===== config.mk =====
export PLATFORM = sky130hd
export DESIGN_NAME = pc_flat
export DESIGN_NICKNAME = d
export VERILOG_FILES = /design/src/rtl/pc_pkg.sv /design/src/rtl/pc_if.sv /design/src/rtl/pc_next.sv /design/src/rtl/pc.sv /design/src/flat_wrapper.sv
export SDC_FILE = /design/constraint.sdc
export NUM_CORES = 1
export LEC_CHECK = 0
export ABC_AREA = 1
export CORE_MARGIN = 2
export CORE_UTILIZATION = 47
export CTS_CLUSTER_DIAMETER = 60
export DETAILED_ROUTE_END_ITERATION = 16
export HOLD_SLACK_MARGIN = 0.12
export PLACE_DENSITY = 0.71
export SYNTH_ARGS = -nofsm -noshare
export SYNTH_HDL_FRONTEND = slang
export SYNTH_SLANG_ARGS = --single-unit

===== constraint.sdc =====
create_clock -name clk -period 4.5 [get_ports clk]
set_input_delay 0.9 -clock clk [delete_from_list [all_inputs] [get_ports clk]]
set_output_delay 0.9 -clock clk [all_outputs]
set_load 0.01 [all_outputs]

===== src/rtl/pc_pkg.sv =====
// Shared definitions for the MIMA program-counter slice.
//   XLEN        address/data width in bits
//   RESET_VEC   value the PC takes while reset is asserted
//   ILEN_BYTES  size of one instruction; used as the sequential PC step
//   pc_sel_e    next-PC source selection used by the control path
//   pc_sel()    maps the jump controls to a pc_sel_e
package pc_pkg;

   localparam int unsigned      XLEN       = 32;
   localparam logic [XLEN-1:0]  RESET_VEC  = 32'h0000_0000;
   localparam int unsigned      ILEN_BYTES = 4;

   typedef enum logic [1:0] {
      PC_SEQ = 2'd0,
      PC_ABS = 2'd1,
      PC_REL = 2'd2
   } pc_sel_e;

   // rel only matters while a jump is requested.
   function automatic pc_sel_e pc_sel(input logic jmp, input logic rel);
      if (!jmp)
         return PC_SEQ;
      else if (rel)
         return PC_REL;
      else
         return PC_ABS;
   endfunction

endpackage


===== src/rtl/pc_if.sv =====
// Fetch-side PC interface.
//   cur  current PC (driven by the PC register)
//   jmp  take a jump this cycle
//   rel  jump mode: 1 = relative (cur+nxt), 0 = absolute (nxt)
//   nxt  absolute target or signed two's-complement offset
// Modports:
//   master  branch/jump resolution logic: drives jmp/rel/nxt, reads cur
//   slave   the PC register itself: drives cur, reads jmp/rel/nxt
interface pc_if #(
   parameter int unsigned XLEN = pc_pkg::XLEN
);
   logic [XLEN-1:0] cur;
   logic            jmp;
   logic            rel;
   logic [XLEN-1:0] nxt;

   modport master (input cur, output jmp, output rel, output nxt);
   modport slave  (output cur, input jmp, input rel, input nxt);
endinterface


===== src/rtl/pc_next.sv =====
// Combinational next-PC selection and adders.
//   cur      current PC
//   jmp      jump request
//   rel      relative (1) / absolute (0) jump mode
//   nxt      target or offset
//   next_pc  value the PC register loads on the next edge (when not in reset)
// All additions are XLEN-bit; the carry-out is dropped so wrap-around is silent.
module pc_next
   import pc_pkg::*;
#(
   parameter int unsigned XLEN = pc_pkg::XLEN,
   parameter int unsigned STEP = pc_pkg::ILEN_BYTES
) (
   input  logic [XLEN-1:0] cur,
   input  logic            jmp,
   input  logic            rel,
   input  logic [XLEN-1:0] nxt,
   output logic [XLEN-1:0] next_pc
);

   localparam logic [XLEN-1:0] STEP_W = XLEN'(STEP);

   pc_sel_e sel;

   assign sel = pc_sel(jmp, rel);

   always_comb begin
      next_pc = cur + STEP_W;
      case (sel)
         PC_ABS:  next_pc = nxt;
         PC_REL:  next_pc = cur + nxt;
         default: next_pc = cur + STEP_W;
      endcase
   end

endmodule


===== src/rtl/pc.sv =====
// Program counter of the MIMA core; cur addresses instruction memory.
//   clk  clock, rising edge
//   rst  synchronous active-low reset (rst=0 loads RESET_VEC on the edge)
//   bus  pc_if slave: cur out, jmp/rel/nxt in
// Reset beats any jump request in the same cycle. Unaligned targets pass
// through untouched; alignment faults are left to the decoder.
module pc
   import pc_pkg::*;
#(
   parameter int unsigned     XLEN      = pc_pkg::XLEN,
   parameter logic [XLEN-1:0] RESET_VEC = pc_pkg::RESET_VEC,
   parameter int unsigned     STEP      = pc_pkg::ILEN_BYTES
) (
   input  logic clk,
   input  logic rst,
   pc_if.slave  bus
);

   logic [XLEN-1:0] cur_reg;
   logic [XLEN-1:0] cur_next;

   pc_next #(
      .XLEN (XLEN),
      .STEP (STEP)
   ) u_pc_next (
      .cur     (cur_reg),
      .jmp     (bus.jmp),
      .rel     (bus.rel),
      .nxt     (bus.nxt),
      .next_pc (cur_next)
   );

   always_ff @(posedge clk) begin
      if (!rst)
         cur_reg <= RESET_VEC;
      else
         cur_reg <= cur_next;
   end

   // Straight from the flop: no combinational path from inputs to cur.
   assign bus.cur = cur_reg;

endmodule


===== src/flat_wrapper.sv =====
// flat-port wrapper written by rule: the top's interface ports become plain ports
module pc_flat import pc_pkg::*;
#(
   parameter int unsigned     XLEN      = pc_pkg::XLEN,
   parameter logic [XLEN-1:0] RESET_VEC = pc_pkg::RESET_VEC,
   parameter int unsigned     STEP      = pc_pkg::ILEN_BYTES
)
  (clk, rst, bus_cur, bus_jmp, bus_rel, bus_nxt);
  pc_if #(.XLEN(XLEN)) bus_i ();
  input  logic clk;
  input  logic rst;
  output wire logic [$bits(bus_i.cur)-1:0] bus_cur;
  input wire logic [$bits(bus_i.jmp)-1:0] bus_jmp;
  input wire logic [$bits(bus_i.rel)-1:0] bus_rel;
  input wire logic [$bits(bus_i.nxt)-1:0] bus_nxt;
  assign bus_cur = bus_i.cur;
  assign bus_i.jmp = bus_jmp;
  assign bus_i.rel = bus_rel;
  assign bus_i.nxt = bus_nxt;
  pc #(.XLEN(XLEN), .RESET_VEC(RESET_VEC), .STEP(STEP)) u_core (.clk(clk), .rst(rst), .bus(bus_i));
endmodule

Word level (Yosys, flattened, before mapping)
Cells that the tools add are included.
{"block": "totals", "regBits": 32, "input_bits": 36, "output_inout_bits": 32, "elab_cells": 8}
{"block": "op_classes", "n_addsub": 2, "n_eq_ne": 2, "n_mux": 3}
{"op": "$pmux 32 s2", "count": 1}
{"op": "$add 32x3->32 const B", "count": 1}
{"op": "$add 32x32->32", "count": 1}
{"op": "$mux 2", "count": 2}
{"op": "$eq 2x1->1 const B", "count": 1}
{"op": "$eq 2x2->1 const B", "count": 1}

Logic depth before layout (Yosys ltp)
{"block": "depth", "ltp_word": 4, "depth_mapped": 13, "depth_no_buf": 13}

Hierarchy
A second synthesis with hierarchy kept.
{"block": "unflattened", "hier_cells": 907, "hier_area_um2": 4750.8}
{"mod": "pc_next", "n_inst": 1, "cells_per_inst": 808, "area_per_inst_um2": 3836.2, "seq_area_each_um2": 0.0}
{"mod": "pc", "n_inst": 1, "cells_per_inst": 99, "area_per_inst_um2": 914.6, "seq_area_each_um2": 640.6}

Least setup slack after synthesis
Ideal clock, no wire load.
{"block": "synth_path", "path_type": "input port to flip-flop", "from": "input port bus_nxt[0]", "to": "register u_core.cur_reg[8], in the netlist u_core.bus.cur[8]", "setup_time_ps": 132, "t_arrival_ps": 2282, "setup_slack_ps": 2086, "path_stages": 9, "path_buffers": 0, "cell_sequence": "ha_1 > fa_1 > nand3_1 > nand3_1 > nand2_1 > nand2_1 > or2_2 > nand3_1 > a31oi_1"}
{"block": "synth_via", "elab_chain_cells": 2}
{"element": "start: declaration", "line": "flat_wrapper.sv:15", "source": "input wire logic [$bits(bus_i.nxt)-1:0] bus_nxt;"}
{"element": "$add 32x32->32", "line": "pc_next.sv:31", "source": "PC_REL: next_pc = cur + nxt;"}
{"element": "$pmux 32 s2", "line": "pc_next.sv:29", "source": "case (sel)"}
{"element": "end signal: assignment", "line": "pc.sv:37", "source": "cur_reg <= cur_next;"}
{"element": "end: declaration", "line": "pc.sv:19", "source": "logic [XLEN-1:0] cur_reg;"}
No other way between the ends.
A chain may end at the register's enable or synchronous reset.

Worst setup path in the final report
{"block": "layout_path", "from": "input port bus_jmp", "to": "register u_core.cur_reg[31], in the netlist u_core.bus.cur[31]"}
{"block": "layout_via", "elab_chain_cells": 3, "word_cells_on_any_way": 4}
{"element": "start: declaration", "line": "flat_wrapper.sv:13", "source": "input wire logic [$bits(bus_i.jmp)-1:0] bus_jmp;"}
{"element": "$mux 2 (*)", "line": "pc_pkg.sv:21", "source": "if (!jmp)"}
{"element": "$eq 2x2->1 or $eq 2x1->1 (tied branches)", "line": "pc_next.sv:29"}
{"element": "$pmux 32 s2 (*)", "line": "pc_next.sv:29"}
Every way passes the cells marked *; elsewhere a longest branch is shown, timed or not.

==> out/results.ini <==
[route]
ant_nets=0
dr.pass1.iters=6
viasPerCell=5.35
drc=0
drt-total-wl_um=16800
drt_iter0_drc=424
vias=5629
wire_per_inst_um=15.9

[yosys]
ys_types=37
avgSynthCellArea_um2=5.29
synth.top_cell.area_share_pct=27.8
synth-main-ff-cell=dfxtp_1
synth_async_sr_flop_share_pct=0
synth_seq_area_share_pct=14.1
synthesis.area_mm2=0.00454
synthTopCellsByArea=nand2_1, dfxtp_1, inv_1
yosys_warnings=0
synth_top_area_cell=nand2_1
synth_nets=928
ys_seq_elements=32
synthesis.instances=859
synth_enable_flop_cells=0

[worst_setup_path]
critPathSlowestCell=nor2_2
cp-startpoint=bus_jmp
ff2ff_path_depth=10
cp_max_fo=28
arrival_ps=3250
path_cells=clkdlybuf4s50_1 > inv_2 > nor2_2 > buf_4 > nand2_1 > a21boi_1 > a21oi_1
path_delay_family=buffers and inverters
start_kind=input pin
required_ps=4710
rr_startpoint=u_core.bus.cur[0]
cp_num_buf_inv=3
r2r-end=u_core.bus.cur[16]
r2r_slack_ps=2230
worst-setup-path-type=input pin to register
max_stage_delay_ps=730
cp-end-kind=register

[hold_path]
hold_depth=4
min_from=u_core.bus.cur[0]
hold_end=u_core.bus.cur[0]
worstHoldPathType=register to register

[timing]
finalWorstPathRequiredPeriod_ps=3040
worstMarginPinSlew_ps=1020
grt_setup_unrepaired=false
slew_headroom_pct=31.8
fin_tns_setup_ps=0
slew_violations=0
setup_viol=0
finalCritPeriodShare_pct=67.5
hold_slack_ps=602
clock_skew_ps=5.74
max_freq_mhz=329
hold_violations=0

[grt]
antenna_found_initial=0
grt-ovfl-total=0
grt_pass1_vias=4991
grt_max_degree=30
track_usage_pct=32.6
top_usage_layer=met2
met2_usage_pct=49.1
use_met1_pct=48.7
met3_usage_pct=4.58
grt_pass1_wl_um=26000

[floorplanning]
die_h_um=102
die_x_um=102
start_util_pct=48.7
core_mm2=0.00933
num_rows=35
die_area_mm2=0.0105
boundaryPins=68

[power]
p_sw_share_pct=43.5
power_density_mw_per_mm2=208
pwr-share-comb_pct=46.9
p_int_mw=0.636
p_leak_nw=2.79
p_switching_mw=0.489
vdd_drop_max_uv=115
p_clk_share_pct=21.4
seqPwrFrac_pct=31.7

[clock_tree]
cts.htree.levels=2
clockRootBuffer=clkbuf_8
clkTransAtPathRegs_ps=70
cts.sinks=32
cts_hold_buf=0
postCtsSetupBuffers=0
clk_latency_ps=290
cts_buffers=5
cts_tree=yes
cts_resized=0
cts_max_path_buffers=2

[finish]
final_common_cell=nand2_1
diodes=0
largest_reg_flops=32
layout_common_cells=nand2_1, inv_1, nor2_1
layout-drive-gt1-share_pct=4.44
fin_nets=992
synthToLayoutAreaGrowth_pct=19.3

[outcome]
outcome=finished clean

[placed_design]
gp_congestion=0.950
portBuffers=67
dp.final_hpwl_um=13900

[job]
maxCapViolCount=0

-- power groups by stage --
stage          clock network (mW)  registers, mW  logic, mW
4_1_cts                     0.239          0.354      0.514
5_1_grt                     0.250          0.359      0.584
3_5_place_dp                    0          0.361      0.512
6_report                    0.241          0.356      0.527
3_3_place_gp                    0          0.359      0.508
2_1_floorplan                   0          0.355      0.316
-- kinds of logic (layout without fill, tap and decap cells) --
group,after synthesis,in the layout,synth area share [%]
XOR/XNOR,7,7,1.35
adder cells (fa/ha/maj),33,33,9.26
AND/OR/NAND/NOR,524,524,48.9
AO/OA/AOI/OAI,106,106,13.1
flip-flops,32,32,14.1
buffers and inverters,157,222,13.3
-- metal layers --
layer / wire length, µm / share of wire [%] / up-vias
met5: 0 / 0 / -
met4: 327 / 2.0 / 0
met3: 1520 / 9.1 / 20
met2: 6990 / 42 / 253
met1: 7920 / 47 / 2527
li1: - / - / 2829
-- cell usage after synthesis, types with 5 or more instances --
| library cell | number |
|---|---|
| a21boi_1 | 9 |
| a21oi_1 | 56 |
| o21ai_0 | 17 |
| a31oi_1 | 9 |
| nand3b_1 | 8 |
| or2_2 | 6 |
| nand2_1 | 336 |
| dfxtp_1 | 32 |
| nand3_1 | 63 |
| nor2_2 | 5 |
| buf_2 | 5 |
| ha_1 | 32 |
| inv_2 | 7 |
| nand4_1 | 10 |
| nor2_1 | 69 |
| nor3_1 | 12 |
| xor2_1 | 6 |
| inv_1 | 139 |
-- tightest hold or removal path, cell delays in order (launching register included) --
cell	delay, ps
dfxtp_1	330
nand2_1	70
nand3_1	70
nand2_1	60
inv_1	40
-- through the flow --
step	utilization [%]	setup slack, ps	std cells	power [mW]	area, µm²
final	58.1	1460	1053	1.12	5420
after CTS	58.1	1520	1053	1.11	5420
after floorplan	-	2090	859	0.671	4540
after global placement	57.1	1300	1045	0.867	5330
after global routing	58.1	1290	1053	1.19	5420
after detailed placement	57.1	1200	1045	0.873	5330
-- worst max-delay path by stage --
stage          cells past startpoint                  to
4_1_cts                            7  u_core.bus.cur[31]
3_3_place_gp                      12  u_core.bus.cur[28]
3_5_place_dp                       7  u_core.bus.cur[21]
5_1_grt                            7  u_core.bus.cur[29]
6_report                           7  u_core.bus.cur[31]
2_1_floorplan                      9   u_core.bus.cur[8]
-- cell type report --
cell class / count / area (µm²)
flip-flops and latches: 32 / 641
clock buffers: 6 / 82.6
well taps: 129 / 161
clock inverters: 2 / 10.0
inverters: 146 / 548
repair buffers: 68 / 678
fillers: 1040 / 3910
multi-input cells: 670 / 3300
Note: power is estimated with default switching activity, not from simulation.
==> RTL edit 1 (config.mk and constraints unchanged) <==
Reset style: asynchronous (`rst`), changed in one clocked block. Comments in the files are not updated.
--- a/src/rtl/pc.sv
+++ b/src/rtl/pc.sv
@@ -30,7 +30,7 @@
       .next_pc (cur_next)
    );
 
-   always_ff @(posedge clk) begin
+   always_ff @(posedge clk or negedge rst) begin
       if (!rst)
          cur_reg <= RESET_VEC;
       else
Formal check against the unedited RTL: differs if rst is asserted again (counterexample within 4 cycles, from zero or initial values and one cycle with rst low); with rst held inactive, the same outputs for 10 cycles.
==> RTL edit 1 against the original RTL <==
Count of clock-buffer cells in the layout unchanged. Non-clock buffer count increased by 1. Synthesized area increased by 0.69%. Sequential cell count unchanged. Clock skew increased by 0.0086 ns. Via count decreased by 4.3%. Sequential share of layout area increased by 2.8 points. Routed wire length decreased by 6.2%. Cell area increased by 1.3%. Worst setup slack improved by 0.12 ns. Highest routed layer unchanged.
Power is not compared: it rests on default switching activity, and its combinational part moved more than twofold at a synthesized area within 25%.
==> RTL edit 1: results (changes against the original RTL) <==
Global route
  • Largest net degree at the start of global routing: 33 (was 30)
  • Total Routing Usage GR: 31.2% (was 32.6%)
  • Met3 Usage GRT: 3.19% (was 4.58%)
  • GRT met2 Usage: 47.6% (was 49.1%)
  • Number of global-route vias before repair: 4925 (was 4991)
  • First-pass GRT wire length: 25.0 mm (was 26.0 mm)
  • GR Util met1: 47.5% (was 48.7%)

Synth
  • Syn_area_per_cell: 5.53 µm² (was 5.29 µm²)
  • XOR/XNOR Fraction of Synth Area: 2.49% (was 1.35%)
  • Unique masters post-synth: 35 (was 37)
  • Post-synth top area share: 28.7% (was 27.8%)
  • Synth Area in Adders: 9.20% (was 9.26%)
  • Commonest cells post-synth: 350 x nand2_1, 131 x inv_1, 76 x nand3_1 (was 336 x nand2_1, 139 x inv_1, 69 x nor2_1)
  • Syn nets: 896 (was 928)
  • Asr flop ratio synth: 100% (was 0%)
  • Compound-gate portion of the synthesized area: 9.03% (was 13.1%)

Detailed routing
  • DRT iter0 DRCs: 446 (was 424)
  • Drt first pass iters: 7 (was 6)
  • Vias post-DR: 5388 (was 5629)
  • Vias per inst: 5.26 (was 5.35)
  • Final WL: 15.7 mm (was 16.8 mm)

Cells and area
  • Final net count: 963 (was 992)
  • Inverters: 134 (was 146)
  • Reg area: 801 µm² (was 641 µm²)
  • Non-CTS buffers: 69 (was 68)
  • Clk cell area share: 1.96% (was 1.71%)
  • Layout cells sized above 1: 3.91% (was 4.44%)
  • Fraction of area in multi-input gates: 58.8% (was 60.9%)
  • Sequential cell count: 32 (unchanged)
  • Multi-input gate count: 652 (was 670)

Setup path
  • CP max FO: 27 (was 28)
  • Crit-path slowest cell: clkdlybuf4s50_1 (was nor2_2)
  • Worst endpoint data arrival time: 3.11 ns (was 3.25 ns)
  • Worst R2R Path Depth: 11 (was 10)
  • Slack of the worst reg-to-reg path: 2.32 ns (was 2.23 ns)
  • Max incr delay on CP: 0.63 ns (was 0.73 ns)

Placed design
  • Post-DP HPWL: 13.2 mm (was 13.9 mm)
  • Dpl cells: 1016 (was 1045)
  • Worst slack, placed: 1.31 ns (was 1.20 ns)
  • Routability cong.: 0.968 (was 0.950)
  • Placed cell area: 5380 µm² (was 5330 µm²)

Timing
  • Fmax: 0.343 GHz (was 0.329 GHz)
  • Hold slack: 0.624 ns (was 0.602 ns)
  • Skew final: 0.0143 ns (was 0.00574 ns)
  • Slew @ Worst Pin: 0.827 ns (was 1.02 ns)

Status
  • Status: finished, final reports clean (unchanged)

Min path
  • Worst hold path depth: 2 (was 4)

CTS
  • Worst-path clk slew: 0.08 ns

Floorplan
  • Die Wd: 103 µm (was 102 µm)
==> RTL edit 1: worst register-to-register path: stages, from the launching register on <==
cell and delay [ns]:
dfrtp_1 0.42, ha_1 0.26, fa_1 0.46, nand2_1 0.10, nand3_1 0.14, nand2_1 0.12
nand2_1 0.14, nand2_1 0.11, nand2_1 0.05, nand2_1 0.05, nand3_1 0.12, nand2_1 0.13
==> RTL edit 1: final timing paths <==
path / start / end
max in group asynchronous: rst / u_core.bus.cur[29]
min reg2reg: u_core.bus.cur[0] / u_core.bus.cur[0]
max: bus_jmp / u_core.bus.cur[2]
min: u_core.bus.cur[0] / u_core.bus.cur[0]
max reg2reg: u_core.bus.cur[0] / u_core.bus.cur[22]
min in group asynchronous: rst / u_core.bus.cur[0]
==> RTL edit 1: per-layer routing <==
metal  part of all wire [%]  wire length, µm
met1                     48             7520
met4                    2.1              335
met3                    8.1             1280
met2                     42             6580
met5                      0                0
==> RTL edit 2 (config.mk and constraints unchanged) <==
Made on the original files. Change the package constant `XLEN` from 32 to 28.
--- a/src/rtl/pc_pkg.sv
+++ b/src/rtl/pc_pkg.sv
@@ -6,7 +6,7 @@
 //   pc_sel()    maps the jump controls to a pc_sel_e
 package pc_pkg;
 
-   localparam int unsigned      XLEN       = 32;
+   localparam int unsigned      XLEN       = 28;
    localparam logic [XLEN-1:0]  RESET_VEC  = 32'h0000_0000;
    localparam int unsigned      ILEN_BYTES = 4;
 
Interface: changed (resized bus_cur and bus_nxt); port bits go from 68 to 60. No check against the original RTL was run, so the function may have changed too.
==> RTL edit 2 against the original RTL <==
Register-to-register slack gained 0.04 ns. Sequential share of layout area grew 0.29 points. Power is 18% lower. Worst setup slack improved by 0.11 ns. Sequential cell count decreased by 4. Non-clock buffer count fell by 9. Synthesized area is 14% lower. Cell area down 15%. First-iteration DRC count shrank 24%. Synthesized cell count down 16%. Routed wire length is 21% lower. Clock power fell by 33%. Critical path depth is 6 higher. Largest power group unchanged.
==> RTL edit 2: results (changes against the original RTL) <==
Cells and area
  • Final net count: 840 (was 992)
  • Inverters: 117 (was 146)
  • Clk cell area share: 1.19% (was 1.71%)
  • Clock buffer count: 4 (was 6)
  • Multi-input gate count: 570 (was 670)
  • Max reg flops: 28 (was 32)
  • Reg area: 561 µm² (was 641 µm²)
  • Fraction of cell area in non-clock buffers: 12.8% (was 12.5%)
  • Fraction of area in multi-input gates: 61.6% (was 60.9%)
  • Layout cells sized above 1: 3.60% (was 4.44%)
  • Fin util: 56.9% (was 58.1%)

Setup path
  • Worst endpoint data arrival time: 3.12 ns (was 3.25 ns)
  • Max incr delay on CP: 0.49 ns (was 0.73 ns)
  • CP max FO: 5 (was 28)
  • CP delay by family, top: simple AND/OR/NAND/NOR gates (was buffers and inverters)
  • Crit-path slowest cell: clkdlybuf4s50_1 (was nor2_2)

Detailed routing
  • Met3 Wirelength: 1.09 mm (was 1.52 mm)
  • Drt wl/cell: 15.0 µm (was 15.9 µm)
  • DRT iter0 DRCs: 324 (was 424)
  • Final WL: 13.3 mm (was 16.8 mm)
  • Vias post-DR: 4689 (was 5629)

Global route
  • Number of global-route vias before repair: 4213 (was 4991)
  • GRT met2 Usage: 46.0% (was 49.1%)
  • Total Routing Usage GR: 29.6% (was 32.6%)
  • Met3 Usage GRT: 2.15% (was 4.58%)
  • Largest net degree at the start of global routing: 28 (was 30)
  • First-pass GRT wire length: 20.8 mm (was 26.0 mm)
  • GR Util met1: 44.6% (was 48.7%)

CTS
  • CTS Buf Count: 3 (was 5)
  • H-tree Lvls: 1 (was 2)

Placed design
  • Port buffer count: 59 (was 67)
  • Post-DP HPWL: 11.2 mm (was 13.9 mm)
  • Dpl cells: 879 (was 1045)
  • Placed cell area: 4570 µm² (was 5330 µm²)

Pwr
  • Peak supply drop: 0.000110 V (was 0.000115 V)
  • Total power: 0.000921 W (was 0.00112 W)
  • Leak: 2.35 nW (was 2.79 nW)

Timing
  • Slew @ Worst Pin: 0.729 ns (was 1.02 ns)
  • Skew final: 0.00779 ns (was 0.00574 ns)

Synth
  • Synth area leaders: nand2_1 27%, dfxtp_1 14%, inv_1 11% (was nand2_1 28%, dfxtp_1 14%, inv_1 11%)
  • Syn nets: 785 (was 928)
  • Synthesized flop and latch total: 28 (was 32)
  • Cell count after synthesis: 724 (was 859)
  • Sequential area share after synthesis: 14.4% (was 14.1%)

Status
  • Status: finished, final reports clean (unchanged)
==> RTL edit 2: cell types whose count changed after synthesis, moves of 4 or more <==
cell / delta
nor3_1: -7
nand2_1: -53
a21boi_0: +5
nand3_1: -11
o21ai_0: -5
ha_1: -4
nor2_1: -7
dfxtp_1: -4
inv_2: -7
a21oi_1: -12
inv_1: -23
a21boi_1: -8
==> RTL edit 2: final timing paths <==
kind                        endpoint  cells after the start         startpoint  slack [ns]
setup / recovery  u_core.bus.cur[14]                     13         bus_nxt[0]        1.57
hold / removal     u_core.bus.cur[0]                      4  u_core.bus.cur[0]        0.63
setup reg to reg  u_core.bus.cur[14]                     12  u_core.bus.cur[0]        2.27
hold reg to reg    u_core.bus.cur[0]                      4  u_core.bus.cur[0]        0.63
==> RTL edit 2: cells by family after synthesis <==
family | share of synthesized area, %
AOI/OAI and AO/OA | 12.2
xor gates and xnor gates | 2.02
adders and majority gates | 9.51
buffers and inverters | 12.3
DFF | 14.4
and+or+nand+nor | 49.6
